[src/rtl/cam_pkg.sv]
// Shared types and constants for the DVP camera-source emulator.
package cam_pkg;

    typedef enum logic [2:0] {
        StIdle,
        StVsync,
        StVback,
        StActive,
        StVfront
    } phase_e;

    localparam logic [1:0] PatBars  = 2'd0;
    localparam logic [1:0] PatCount = 2'd1;
    localparam logic [1:0] PatRamp  = 2'd2;
    localparam logic [1:0] PatCheck = 2'd3;

    localparam logic [15:0] BarWhite   = 16'hFFFF;
    localparam logic [15:0] BarYellow  = 16'hFFE0;
    localparam logic [15:0] BarCyan    = 16'h07FF;
    localparam logic [15:0] BarGreen   = 16'h07E0;
    localparam logic [15:0] BarMagenta = 16'hF81F;
    localparam logic [15:0] BarRed     = 16'hF800;
    localparam logic [15:0] BarBlue    = 16'h001F;
    localparam logic [15:0] BarBlack   = 16'h0000;

    function automatic logic [15:0] bar_colour(input logic [2:0] bar);
        logic [15:0] c;
        case (bar)
            3'd0:    c = BarWhite;
            3'd1:    c = BarYellow;
            3'd2:    c = BarCyan;
            3'd3:    c = BarGreen;
            3'd4:    c = BarMagenta;
            3'd5:    c = BarRed;
            3'd6:    c = BarBlue;
            default: c = BarBlack;
        endcase
        return c;
    endfunction

endpackage

[src/rtl/cam_pattern_pix.sv]
// Combinational test-pattern generator: one RGB565 pixel from position and pattern.
module cam_pattern_pix
    import cam_pkg::*;
#(
    parameter int unsigned H_ACTIVE = 800
) (
    input  logic [15:0] x,
    input  logic [15:0] y,
    input  logic [1:0]  pat_q,
    input  logic [15:0] pix_idx,
    output logic [15:0] pix
);

    logic [2:0] bar;
    logic       unused_y;

    assign unused_y = ^{y[15:6], y[4:0]};

    // bar = x*8/H_ACTIVE, done as threshold compares to avoid a divider
    always_comb begin
        bar = 3'd0;
        for (int k = 1; k < 8; k++) begin
            if ({x, 3'b000} >= 19'(k * H_ACTIVE)) begin
                bar = 3'(k);
            end
        end
    end

    always_comb begin
        pix = 16'h0000;
        case (pat_q)
            PatBars:  pix = bar_colour(bar);
            PatCount: pix = pix_idx;
            PatRamp:  pix = x;
            default:  pix = (x[5] ^ y[5]) ? 16'hFFFF : 16'h0000;
        endcase
    end

endmodule

[src/rtl/cam_dvp_gen.sv]
// DVP camera-source emulator: frame/line counters, phase FSM, byte mux, registered outputs.
module cam_dvp_gen
    import cam_pkg::*;
#(
    parameter int unsigned H_ACTIVE    = 800,
    parameter int unsigned V_ACTIVE    = 480,
    parameter int unsigned H_BLANK     = 144,
    parameter int unsigned VSYNC_LINES = 4,
    parameter int unsigned V_BACK      = 16,
    parameter int unsigned V_FRONT     = 10
) (
    input  logic        cmos_pclk,
    input  logic        rst_133,
    input  logic        en,
    input  logic [1:0]  pattern_sel,
    output logic        cam_vsyn,
    output logic        cam_href,
    output logic [7:0]  cam_data,
    output logic [15:0] frame_cnt,
    output logic        busy
);

    localparam int unsigned LINE_CLKS = 2 * H_ACTIVE + H_BLANK;
    localparam int unsigned V_TOTAL   = VSYNC_LINES + V_BACK + V_ACTIVE + V_FRONT;

    localparam logic [15:0] HLast   = 16'(LINE_CLKS - 1);
    localparam logic [15:0] HrefEnd = 16'(2 * H_ACTIVE);
    localparam logic [15:0] VsLast  = 16'(VSYNC_LINES - 1);
    localparam logic [15:0] VbLast  = 16'(VSYNC_LINES + V_BACK - 1);
    localparam logic [15:0] VaLast  = 16'(VSYNC_LINES + V_BACK + V_ACTIVE - 1);
    localparam logic [15:0] VLast   = 16'(V_TOTAL - 1);
    localparam logic [15:0] YOff    = 16'(VSYNC_LINES + V_BACK);

    phase_e      state;
    logic [15:0] hcnt;
    logic [15:0] vcnt;
    logic [15:0] pix_idx;
    logic [1:0]  pat_q;
    logic [15:0] pix;
    logic        line_end;
    logic        href_now;

    assign line_end = (hcnt == HLast);
    assign href_now = (state == StActive) && (hcnt < HrefEnd);

    cam_pattern_pix #(
        .H_ACTIVE (H_ACTIVE)
    ) u_pix (
        .x       ({1'b0, hcnt[15:1]}),
        .y       (vcnt - YOff),
        .pat_q   (pat_q),
        .pix_idx (pix_idx),
        .pix     (pix)
    );

    always_ff @(posedge cmos_pclk or negedge rst_133) begin
        if (!rst_133) begin
            state     <= StIdle;
            hcnt      <= 16'd0;
            vcnt      <= 16'd0;
            pix_idx   <= 16'd0;
            pat_q     <= PatBars;
            frame_cnt <= 16'd0;
            cam_vsyn  <= 1'b0;
            cam_href  <= 1'b0;
            cam_data  <= 8'h00;
            busy      <= 1'b0;
        end else begin
            // Outputs reflect the state before this edge, so they lag the FSM by one clock
            cam_vsyn <= (state == StVsync);
            cam_href <= href_now;
            cam_data <= href_now ? (hcnt[0] ? pix[7:0] : pix[15:8]) : 8'h00;
            busy     <= (state != StIdle);

            if (state == StIdle) begin
                if (en) begin
                    state   <= StVsync;
                    pat_q   <= pattern_sel;
                    hcnt    <= 16'd0;
                    vcnt    <= 16'd0;
                    pix_idx <= 16'd0;
                end
            end else begin
                hcnt <= line_end ? 16'd0 : hcnt + 16'd1;
                if (line_end) begin
                    vcnt <= (vcnt == VLast) ? 16'd0 : vcnt + 16'd1;
                end
                if (href_now && hcnt[0]) begin
                    pix_idx <= pix_idx + 16'd1;
                end

                case (state)
                    StVsync:  if (line_end && vcnt == VsLast) state <= StVback;
                    StVback:  if (line_end && vcnt == VbLast) state <= StActive;
                    StActive: if (line_end && vcnt == VaLast) state <= StVfront;
                    StVfront: begin
                        if (line_end && vcnt == VLast) begin
                            frame_cnt <= frame_cnt + 16'd1;
                            pix_idx   <= 16'd0;
                            pat_q     <= pattern_sel;
                            state     <= en ? StVsync : StIdle;
                        end
                    end
                    default: ;
                endcase
            end
        end
    end

endmodule

[config.mk]
export PLATFORM = sky130hd
export DESIGN_NAME = cam_dvp_gen
export DESIGN_NICKNAME = d
export VERILOG_FILES = /design/src/rtl/cam_pkg.sv /design/src/rtl/cam_pattern_pix.sv /design/src/rtl/cam_dvp_gen.sv
export SDC_FILE = /design/constraint.sdc
export NUM_CORES = 1
export LEC_CHECK = 0
export BUFFER_PORTS_ARGS = -buffer_cell sky130_fd_sc_hd__buf_4
export CAP_MARGIN = 20
export CORE_MARGIN = 5
export CORE_UTILIZATION = 51
export CTS_BUF_LIST = sky130_fd_sc_hd__clkbuf_8 sky130_fd_sc_hd__clkbuf_16
export DETAILED_ROUTE_END_ITERATION = 12
export PLACE_DENSITY = 0.72
export SYNTH_ARGS = -nofsm -noshare
export SYNTH_HDL_FRONTEND = slang
export SYNTH_SLANG_ARGS = --single-unit
[constraint.sdc]
create_clock -name cmos_pclk -period 6.35 [get_ports cmos_pclk]
set_clock_uncertainty 0.15 [all_clocks]
set_input_delay 0.3175 -clock cmos_pclk [delete_from_list [all_inputs] [get_ports cmos_pclk]]
set_output_delay 0.3175 -clock cmos_pclk [all_outputs]
set_load 0.01 [all_outputs]
* After elaboration in Yosys (flattened, before gate mapping)
Index checks and enable logic that the tools add are counted.
** Word-level totals
- Register bits after elaboration :: 80
- Input bits :: 5
- Output and inout port bits :: 27
- Logic and storage cells :: 99
** Cells by class
- $add $sub $neg :: 5
- Order comparisons :: 8
- Equality and inequality tests :: 22
- Mux-type cells :: 34
- Bitwise gates (word level) :: 2
- Reduce and logical (&&, ||, !) cells :: 18
** Operators by type and width (count)
- $mux W16 :: 11
- $pmux W16 S7 :: 1
- $add A16 B1 Y16 const B :: 4
- $ge A18 B12 Y1 const B :: 3
- $pmux W16 S3 :: 1
- $ge A18 B13 Y1 const B :: 2
- $eq A16 B9 Y1 const B :: 2
- $mux W3 :: 10
- $ge A18 B10 Y1 const B :: 1
- $ge A18 B11 Y1 const B :: 1
- $eq A16 B11 Y1 const B :: 1
- $eq A16 B2 Y1 const B :: 1
- $eq A16 B5 Y1 const B :: 1
- $lt A16 B11 Y1 const B :: 1
- $mux W8 :: 2
- $eq A3 B2 Y1 const B :: 4
- $eq A3 B3 Y1 const B :: 4
- $mux W2 :: 6
- $pmux W3 S4 :: 1
- $eq A3 B1 Y1 const B :: 2
- $logic_and A1 B1 Y1 :: 6
- $logic_not A3 Y1 :: 2
- $ne A3 B1 Y1 const B :: 2
- $ne A3 B3 Y1 const B :: 2
- 14 further kinds :: 18

* Logic depth before layout (Yosys ltp)
- Depth in word-level cells :: 13
- Mapped depth :: 9
- Gate-level depth less buffers :: 7

* Cells and area by module
A second synthesis with hierarchy kept.
** Unflattened totals
- Cell total of the unflattened synthesis :: 563
- Area, all modules :: 5049.8 µm²
** By module, submodules not included
- cam_dvp_gen :: times used 1, cells each 494, area an instance 4575.6 µm², sequential area each 2001.9 µm²
- cam_pattern_pix :: times used 1, cells each 69, area an instance 474.2 µm², sequential area each 0.0 µm²

* Worst setup path before layout
Ideal clock, no wire load.
- Path type :: flip-flop to flip-flop
- Start point :: register hcnt[5]
- End point :: register pix_idx[5]
- Setup time :: 126 ps
- Arrival time :: 2095 ps
- Required time :: 6074 ps
- Path slack :: 3979 ps
- Stages on the path, launching flop included :: 8
- Buffers on the path :: 2
- Period minus slack after synthesis :: 2371 ps
- Cell sequence :: dfrtp_1 -> buf_2 -> and4bb_1 -> and4_1 -> or4b_1 -> buf_2 -> a21o_1 -> a221o_1
** On the way
- Word-level cells in the longest chain between the ends :: 7
- Elaborated cells on any way between the ends :: 9
- Those cells by class :: order compare: 1; eq/ne: 1; mux: 4; reduce/logical: 3
** RTL lines
- from (decl) :: line cam_dvp_gen.sv:35 : logic [15:0] hcnt;
- from (signal assigned) :: line cam_dvp_gen.sv:84 : hcnt <= line_end ? 16'd0 : hcnt + 16'd1;
- $lt A16 B11 Y1 :: line cam_dvp_gen.sv:44 : assign href_now = (state == StActive) && (hcnt < HrefEnd);
- $logic_and A1 B1 Y1 :: line cam_dvp_gen.sv:44
- $logic_and A1 B1 Y1 :: line cam_dvp_gen.sv:88 : if (href_now && hcnt[0]) begin
- $mux W16 :: line cam_dvp_gen.sv:88
- $mux W16 :: line cam_dvp_gen.sv:97 : if (line_end && vcnt == VLast) begin
- $mux W16 * :: line cam_dvp_gen.sv:92 : case (state)
- $mux W16 * :: line cam_dvp_gen.sv:75 : if (state == StIdle) begin
- to (signal assigned) :: line cam_dvp_gen.sv:89 : pix_idx <= pix_idx + 16'd1;
- to (decl) :: line cam_dvp_gen.sv:37 : logic [15:0] pix_idx;
Mark *: on every way between the ends. The rest lies on a longest branch, timed or not.
A chain may end at the register's enable or synchronous reset.

* Final worst setup path
- Start point :: register hcnt[4]
- End point :: register pix_idx[14]
The elaborated chain is that of the path after synthesis.

==> summary.txt <==
Primary FF master, synth -> dfrtp_1
Slew Limit Fails -> 0
Root Buffer -> clkbuf_8
placed insts -> 627
diode count -> 0
Peak VDD IR -> 102.9 uV
yosys warns -> 0
GR Util met3 -> 4.493%
Setup crit start -> hcnt[4]
worst relative slew slack -> 30.53%
First-pass DRT Iterations -> 5
met2 Usage GRT -> 32.04%
Distinct cells, synth -> 64
worst skew pair latency -> 0.36 ns
hold_sp -> pattern_sel[0]
Synth top area share -> 42.49%
# DRC -> 0
critical path class -> register to register
share of layout cells above drive strength 1 -> 14.04%
Cells after Synth -> 512
crit path DAT -> 3.17 ns
Vias/cell -> 6.643
Req. time, crit path -> 6.42 ns
Power Density -> 177.6 mW/mm^2
Total Die Area -> 0.01126 sq mm
Slew @ Worst Pin -> 1.040 ns
largest net degree at the start of global routing -> 81
Final Power -> 0.0009260 W
met1 Resource Use GR -> 31.89%
CTS Buf Count -> 9
wirelength, routed -> 11.91 mm
grt total ovfl -> 0
Post-synth EDFFs -> 0
clock slew at reported path FFs -> 0.09 ns
fin cells -> 645
routed len/inst -> 18.46 um
Hold Path Class -> input port to register
Cell Area, Placed -> 0.004981 sq mm
Netlist Area Pre-Place -> 0.004712 sq mm
Initial DRC Count -> 298
Setup Buffers After CTS -> 0
CTS tree -> built
cell taking the most area after synthesis -> dfrtp_1
final hold vios -> 0
chip width -> 106.1 um
die extent in y -> 106.1 um
Mean Syn Cell Area -> 9.203 sq um
Static Leakage -> 2.192 nW
Rows -> 35
period utilization -> 48.90%
Achievable Freq -> 322.1 MHz
Clock Path Buffers -> 2
vias -> 4285
RR Startpoint -> hcnt[4]
worst-path fanout max -> 18
synthesized flop and latch total -> 80
Final Setup Violations -> 0
post-CTS sizing -> 0
Util after Layout -> 57.24%
Area Growth Syn to Fin -> 10.65%
Crit. End Element -> register
vias in the first global route -> 3915
Post-CTS Hold Fix Bufs -> 0
Global Route Usage Sum -> 21.67%
Max-Cap Viols -> 0
RSZ-0062 raised after global routing -> no
placed wire-length estimate -> 8.161 mm
Post-synth ARST share -> 100.0%
top post-synthesis cells by area -> dfrtp_1, o21ai_0, nand3_1
port bufs -> 31
outcome -> finished, final reports clean
Worst Setup Start Kind -> register
clock sinks -> 80
Post-Syn Nets -> 522
post-route cell area -> 0.005214 sq mm
Final nets -> 539
starting density of the core -> 51.73%
H-tree depth -> 3
Tmin final -> 3.105 ns
Seq/Total Area, Yosys -> 42.49%
I/O Pins -> 32
core box area -> 0.009109 sq mm
routability cong. -> 0.8654
DRT antenna net count -> 0
global-route wire length before repair -> 19.86 mm
global route hottest layer -> met2
initial antenna violation count -> 0
TNS Setup -> 0 ns
==> synthesized netlist by cell type, types with 8 or more instances <==
cell / number
a21oi_1: 12
a221oi_1: 9
a22o_1: 14
a22oi_1: 9
clkbuf_1: 24
dfrtp_1: 80
inv_1: 14
nand2_1: 44
nand3_1: 36
nand4_1: 21
nor2_1: 21
nor3_1: 13
nor3_2: 9
nor4_1: 10
o21ai_0: 40
o31a_1: 9
or3_1: 8
xor2_1: 16
==> cell usage in the layout (no fill, tap or decap), drive strengths merged, types with 4 or more instances in the layout <==
| master | netlist | routed |
|---|---|---|
| nor4 | 12 | 12 |
| a31o | 4 | 4 |
| nor2b | 5 | 5 |
| o2bb2ai | 5 | 5 |
| dfrtp | 80 | 80 |
| o31a | 9 | 9 |
| nand3 | 36 | 36 |
| ha | 5 | 5 |
| a21oi | 13 | 13 |
| inv | 15 | 17 |
| mux2i | 4 | 4 |
| a22o | 14 | 14 |
| a2bb2oi | 4 | 4 |
| or2 | 4 | 4 |
| o31ai | 4 | 4 |
| xor2 | 16 | 16 |
| nand2 | 44 | 44 |
| a21o | 7 | 7 |
| nor2 | 21 | 21 |
| a221oi | 9 | 9 |
| o21ai | 43 | 43 |
| or3 | 8 | 8 |
| a22oi | 9 | 9 |
| nor3 | 22 | 22 |
| a211oi | 7 | 7 |
| clkbuf | 24 | 9 |
| a31oi | 6 | 6 |
| xnor2 | 5 | 5 |
| and3 | 7 | 7 |
| and4 | 4 | 4 |
| clkinv | 0 | 4 |
| buf | 6 | 35 |
| nand4 | 21 | 21 |
==> report_power, final <==
group / internal (W) / switching [W]
sequential: 0.000510 / 0.00000125
combinational: 0.00000713 / 0.0000167
clock: 0.000186 / 0.000206
total: 0.000703 / 0.000223
==> state kept, by name, summed over array words and instances (netlist names) <==
register	cells
pix_idx	16
frame_cnt	16
cam_vsyn	1
busy	1
cam_data	8
state	3
pat_q	2
cam_href	1
hcnt	16
vcnt	16
==> worst paths after layout <==
path	end	slack, ns	cells after the start
min in group asynchronous	hcnt[14]	0.32	2
max	pix_idx[14]	3.25	5
max in group asynchronous	vcnt[7]	5.13	3
min reg2reg	frame_cnt[15]	0.33	1
min	pat_q[0]	0.04	2
max reg2reg	pix_idx[14]	3.25	5
==> logic make-up (layout without fill, tap and decap cells) <==
| kind of cell | Yosys count | count (layout) | synth area share [%] |
|---|---|---|---|
| buffers and inverters | 45 | 67 | 3.850 |
| AO/OA/AOI/OAI | 156 | 156 | 23.45 |
| AND/OR/NAND/NOR | 198 | 198 | 23.42 |
| flip-flops | 80 | 80 | 42.49 |
| multiplexers | 7 | 7 | 1.567 |
| XOR/XNOR | 21 | 21 | 3.903 |
| adder cells (fa/ha/maj) | 5 | 5 | 1.328 |
==> area by class of cell <==
type                       count  area (sq um)
clock buffer                   9         123.9
clock inverter                 7         78.83
fill                         779          3895
inverter                      15         56.30
multi-input combinational    387          2529
sequential                    80          2002
tap                          111         138.9
timing repair buffer          36         285.3
==> metal layers <==
metal	vias to the layer above	share of wire, %
met4	0	1.9
met1	2060	45
met2	202	46
met3	25	7.3
met5	-	0
li1	1998	-
==> worst max-delay path, cell delays in order (launching register included) <==
cell	delay, ns
dfrtp_1	0.57
and4bb_1	0.39
and4_1	0.27
or4b_1	0.84
a21oi_2	0.55
o221ai_1	0.20
==> per-stage QoR <==
| stage | setup slack (ns) | hold WS, ns |
|---|---|---|
| 2_1_floorplan | 3.979 | -0.1281 |
| 3_3_place_gp | 3.335 | 0.3124 |
| 3_5_place_dp | 3.272 | 0.3143 |
| 4_1_cts | 3.256 | 0.02302 |
| 5_1_grt | 3.072 | 0.02402 |
| 6_report | 3.245 | 0.03917 |
(Power assumes the default switching activity.)
